### src/rtl/sprite_pkg.sv
// Shared constants, state/direction enums and small decode helpers for the
// sprite animation sequencer.
package sprite_pkg;
  localparam logic [7:0] KEY_RIGHT      = 8'd79;
  localparam logic [7:0] KEY_LEFT       = 8'd80;
  localparam logic [3:0] SEL_RIGHT_IDLE = 4'd8;
  localparam logic [3:0] SEL_LEFT_IDLE  = 4'd4;

  typedef enum logic [1:0] {IDLE, WALK, TURN} anim_state_e;
  typedef enum logic [1:0] {NONE, RIGHT, LEFT} dir_req_e;

  function automatic dir_req_e decode_key(input logic [7:0] kc);
    if (kc == KEY_RIGHT) return RIGHT;
    else if (kc == KEY_LEFT) return LEFT;
    else return NONE;
  endfunction

  // Idle/turn poses sit at the facing base; walk poses follow it.
  function automatic logic [3:0] sel_of(input anim_state_e st, input logic fc,
                                        input logic [1:0] pose);
    logic [3:0] base;
    base = fc ? SEL_LEFT_IDLE : SEL_RIGHT_IDLE;
    return (st == WALK) ? base + 4'd1 + {2'b00, pose} : base;
  endfunction
endpackage

### src/rtl/anim_tick_counter.sv
// Frame counter 0..N-1; wrap flags the last count so the owner can act on
// the edge that rolls it back to zero.
module anim_tick_counter #(
  parameter int N = 8
) (
  input  logic frame_clk,
  input  logic Reset,
  input  logic en,
  input  logic clr,
  output logic wrap
);
  localparam int W = (N > 1) ? $clog2(N) : 1;

  logic [W-1:0] cnt;

  assign wrap = (cnt == W'(N - 1));

  always_ff @(posedge frame_clk) begin
    if (Reset || clr) cnt <= '0;
    else if (en)      cnt <= wrap ? '0 : cnt + W'(1);
  end
endmodule

### src/rtl/sprite_anim_sequencer.sv
// Walk/turn/idle sprite sequencer: picks the sprite index each frame from the
// arrow keys, holding walk poses and the turn pose for a fixed frame count.
module sprite_anim_sequencer #(
  parameter int FRAMES_PER_STEP = 8,
  parameter int TURN_FRAMES     = 4
) (
  input  logic       frame_clk,
  input  logic       Reset,
  input  logic [7:0] Keycode,
  input  logic       pause,
  output logic [3:0] sel,
  output logic       moving,
  output logic       facing,
  output logic       step_pulse
);
  import sprite_pkg::*;

  anim_state_e state, state_nxt;
  logic [1:0]  pose, pose_nxt;
  logic        facing_nxt, pulse_nxt;
  dir_req_e    dir;
  logic        key_match, key_opp;
  logic        fc_en, fc_clr, fc_wrap;
  logic        tc_en, tc_clr, tc_last;

  assign dir       = decode_key(Keycode);
  assign key_match = (dir == RIGHT && !facing) || (dir == LEFT && facing);
  assign key_opp   = (dir != NONE) && !key_match;

  // Counters run only while their state persists; any other unpaused edge
  // clears them, so entering WALK or TURN always starts from zero.
  assign fc_en  = !pause && (state == WALK) && key_match;
  assign fc_clr = !pause && !fc_en;
  assign tc_en  = !pause && (state == TURN) && !tc_last;
  assign tc_clr = !pause && !tc_en;

  anim_tick_counter #(.N(FRAMES_PER_STEP)) u_frame_cnt (
    .frame_clk(frame_clk), .Reset(Reset), .en(fc_en), .clr(fc_clr), .wrap(fc_wrap)
  );

  anim_tick_counter #(.N(TURN_FRAMES)) u_turn_cnt (
    .frame_clk(frame_clk), .Reset(Reset), .en(tc_en), .clr(tc_clr), .wrap(tc_last)
  );

  always_comb begin
    state_nxt  = state;
    facing_nxt = facing;
    pose_nxt   = pose;
    pulse_nxt  = 1'b0;
    if (!pause) begin
      case (state)
        IDLE: begin
          if (key_match) begin
            state_nxt = WALK;
            pose_nxt  = 2'd0;
          end else if (key_opp) begin
            state_nxt  = TURN;
            facing_nxt = ~facing;
          end
        end
        WALK: begin
          if (dir == NONE) begin
            state_nxt = IDLE;
            pose_nxt  = 2'd0;
          end else if (key_opp) begin
            state_nxt  = TURN;
            facing_nxt = ~facing;
            pose_nxt   = 2'd0;
          end else if (fc_wrap) begin
            pose_nxt  = (pose == 2'd2) ? 2'd0 : pose + 2'd1;
            pulse_nxt = (pose == 2'd2);
          end
        end
        TURN: begin
          // Keys are only looked at on the last turn frame; an opposite key
          // there lands in IDLE rather than flipping again.
          if (tc_last) begin
            state_nxt = key_match ? WALK : IDLE;
            pose_nxt  = 2'd0;
          end
        end
        default: state_nxt = IDLE;
      endcase
    end
  end

  always_ff @(posedge frame_clk) begin
    if (Reset) begin
      state      <= IDLE;
      facing     <= 1'b0;
      pose       <= 2'd0;
      sel        <= SEL_RIGHT_IDLE;
      moving     <= 1'b0;
      step_pulse <= 1'b0;
    end else begin
      state      <= state_nxt;
      facing     <= facing_nxt;
      pose       <= pose_nxt;
      sel        <= sel_of(state_nxt, facing_nxt, pose_nxt);
      moving     <= (state_nxt == WALK);
      step_pulse <= pulse_nxt;
    end
  end
endmodule

### config.mk
export PLATFORM = sky130hd
export DESIGN_NAME = sprite_anim_sequencer
export DESIGN_NICKNAME = d
export VERILOG_FILES = /design/src/rtl/sprite_pkg.sv /design/src/rtl/anim_tick_counter.sv /design/src/rtl/sprite_anim_sequencer.sv
export SDC_FILE = /design/constraint.sdc
export NUM_CORES = 1
export LEC_CHECK = 0
export ABC_AREA = 0
export BUFFER_PORTS_ARGS = -buffer_cell sky130_fd_sc_hd__buf_2
export CAP_MARGIN = 10
export CORE_MARGIN = 3
export CORE_UTILIZATION = 54
export CTS_CLUSTER_SIZE = 25
export DETAILED_ROUTE_END_ITERATION = 7
export PLACE_DENSITY = 0.88
export SKIP_LAST_GASP = 1
export SLEW_MARGIN = 20
export SYNTH_ARGS = -nofsm -noshare
export SYNTH_HDL_FRONTEND = slang
export SYNTH_SLANG_ARGS = --single-unit
export TNS_END_PERCENT = 20
### constraint.sdc
create_clock -name frame_clk -period 4.48 [get_ports frame_clk]
set_input_delay 1.12 -clock frame_clk [delete_from_list [all_inputs] [get_ports frame_clk]]
set_output_delay 1.12 -clock frame_clk [all_outputs]
set_load 0.1 [all_outputs]
==> metrics <==
Worst setup SP type primary input; LEAKAGE 0.3694 nW; Clock Skew 0.007101 ns; Design Power 254.5 µW; routed vias 722; I/O pins 18; IO buf count 17; Setup WS post-layout 1.704 ns; Worst Max-Slew Pin Slew 0.4841 ns; gr usage total 0.1968; max_slew headroom 0.6795; CTS tree built; worst-path maximum fanout 6; Placed Cells 115; CP Class in -> reg; Tcrit/Tclk final 0.6197; number of detailed-route iterations in the first pass 5; vias in the first global route 680; Fin. Hold Viols 0; FILL cells 106; max-cap violations 0; Area after DPL 882.1 µm²; area grow syn2layout 16.88%; Post-CTS Setup Bufs 0; first-pass GRT wire length 2.746 mm; clock latency at the later pin of the worst-skew pair 0.29 ns; WHS 0.4745 ns; Vias/cell 6.067; Synth Register Bits 16; cell area after layout 918.4 µm²; Die Area 1949 µm²; EDFF count, synth 0; final WL 1.599 mm; Yosys warning count 0; synthesized cell area 785.8 µm²; Post-Syn Instances 85; total power divided by cell area 277.1 nW/µm²; # rows 13; Max H-tree Level 1; clk buf depth 2; Post-DP HPWL 1.243 mm; # nets final 119; # resized after CTS 0; pre-CTS setup slack 1.414 ns; critical path required time 4.73 ns; clk sinks 16; Main synth FF type dfxtp_1; Worst Path Arrival 3.02 ns; Peak VDD IR 0.2090 mV; root buffer cell clkbuf_4; per-cell routed wire length 13.44 µm; GP Congestion 0.7443; Seq/Total Area, Yosys 0.4076; Post-Route Utilization 0.6886; Die W 44.15 µm; crit path time final 2.776 ns; DR iter-0 viols 15; RSZ-0062 raised after global routing false; Netlist cell types 38; height of the chip 44.15 µm; Synth Area per Inst 9.244 µm²; setup tns final 0 ns; Antenna Nets Post-Route 0; diode count 0; initial antenna violation count 0; layout cells sized above 1 0.2692; Reg clk slew, reported paths 0.10 ns; CTS Hold Bufs 0; largest net degree at the start of global routing 14; Synth Net Count 99; initial core utilization 0.5891; GRT overflow 0; Finished Layout Cells 119; Worst setup EP type flip-flop; Max Fclk 0.3602 GHz; core area 1334 µm²; Hold WC Path Type reg -> reg; pins over their slew limit 0; drt drc 0; total CTS buffers 3; Setup Viol. Count Final 0; post-synthesis async set-or-reset flop share 0; status finished, final reports clean
## state kept, by name (all words and copies together) (netlist names)
signal and count:
sel 4, u_turn_cnt.cnt 2, u_frame_cnt.cnt 3, step_pulse 1, facing 1, moving 1, pose 2, state 2
## cell families (layout without fill, tap and decap cells)
logic type	count (synthesis)	after routing	share of synthesized area
AOI/OAI and AO/OA	23	23	0.2118
muxes	1	1	0.01274
buffers and inverters	8	27	0.03822
DFF	16	16	0.4076
and+or+nand+nor	34	34	0.2819
adders and majority gates	3	3	0.04778
## layer usage
layer | part of all wire | wire length [µm] | up-vias | GRT usage
met5 | 0 | 0 | - | 0
met3 | 0.045 | 72 | 9 | 0.04878
met4 | 0.043 | 69 | 0 | 0.1265
met2 | 0.48 | 766 | 21 | 0.3430
li1 | - | - | 361 | -
met1 | 0.43 | 690 | 331 | 0.2085
## worst max-delay path: stages
cell and delay (ns):
buf_2 0.11, or3b_4 0.41, o32ai_2 0.24, a32oi_1 0.18, or3b_1 0.41, or4_1 0.46, nand2_1 0.08
## cell usage in the layout, fill, tap and decap left out, types with 2 or more instances in the layout
cell type  count
nor2b_1        2
nand4_1        2
buf_2         17
o21bai_1       2
nor2_1         8
o21ai_0        3
o21ai_1        2
o31ai_1        2
nand2_1        5
inv_1          6
a22oi_1        3
clkbuf_4       3
a21oi_1        3
dfxtp_1       16
ha_1           3
nor4b_1        2
or3b_1         2
## cell usage after synthesis (all sizes together) (2+ instances only)
| cell type | count | area [µm²] |
|---|---|---|
| a21oi | 3 | 15.01 |
| o21bai | 2 | 15.01 |
| clkbuf | 2 | 7.510 |
| or3b | 3 | 28.78 |
| nor2b | 2 | 12.51 |
| o31ai | 2 | 15.01 |
| dfxtp | 16 | 320.3 |
| o32ai | 2 | 25.03 |
| ha | 3 | 37.54 |
| nand2 | 5 | 18.77 |
| a22oi | 3 | 22.52 |
| nor2 | 9 | 41.29 |
| nor4b | 2 | 17.52 |
| or3 | 2 | 13.77 |
| nand4 | 2 | 12.51 |
| inv | 6 | 22.52 |
| o21ai | 5 | 25.02 |
## power breakdown
part	internal (mW)	switching, mW
sequential	0.142	0.000182
combinational	0.00624	0.00942
clock	0.0496	0.0468
## final timing paths
path                                        start                 to  slack [ns]  cells past startpoint
worst min register to register  u_turn_cnt.cnt[0]  u_turn_cnt.cnt[0]        0.47                      2
worst max register to register             facing             sel[2]        2.28                      6
worst min-delay path            u_turn_cnt.cnt[0]  u_turn_cnt.cnt[0]        0.47                      2
worst max-delay path                   Keycode[1]             sel[2]        1.70                      7
## final cells by class
type	count	area, µm²	share of cell area
Multi-Input combinational cell	61	435.4	0.4741
Tap cell	15	18.77	0.02044
Timing Repair Buffer	17	85.08	0.09264
Inverter	6	22.52	0.02452
Clock buffer	4	36.28	0.03951
Sequential cell	16	320.3	0.3488
Note: power is estimated with default switching activity, not from simulation.
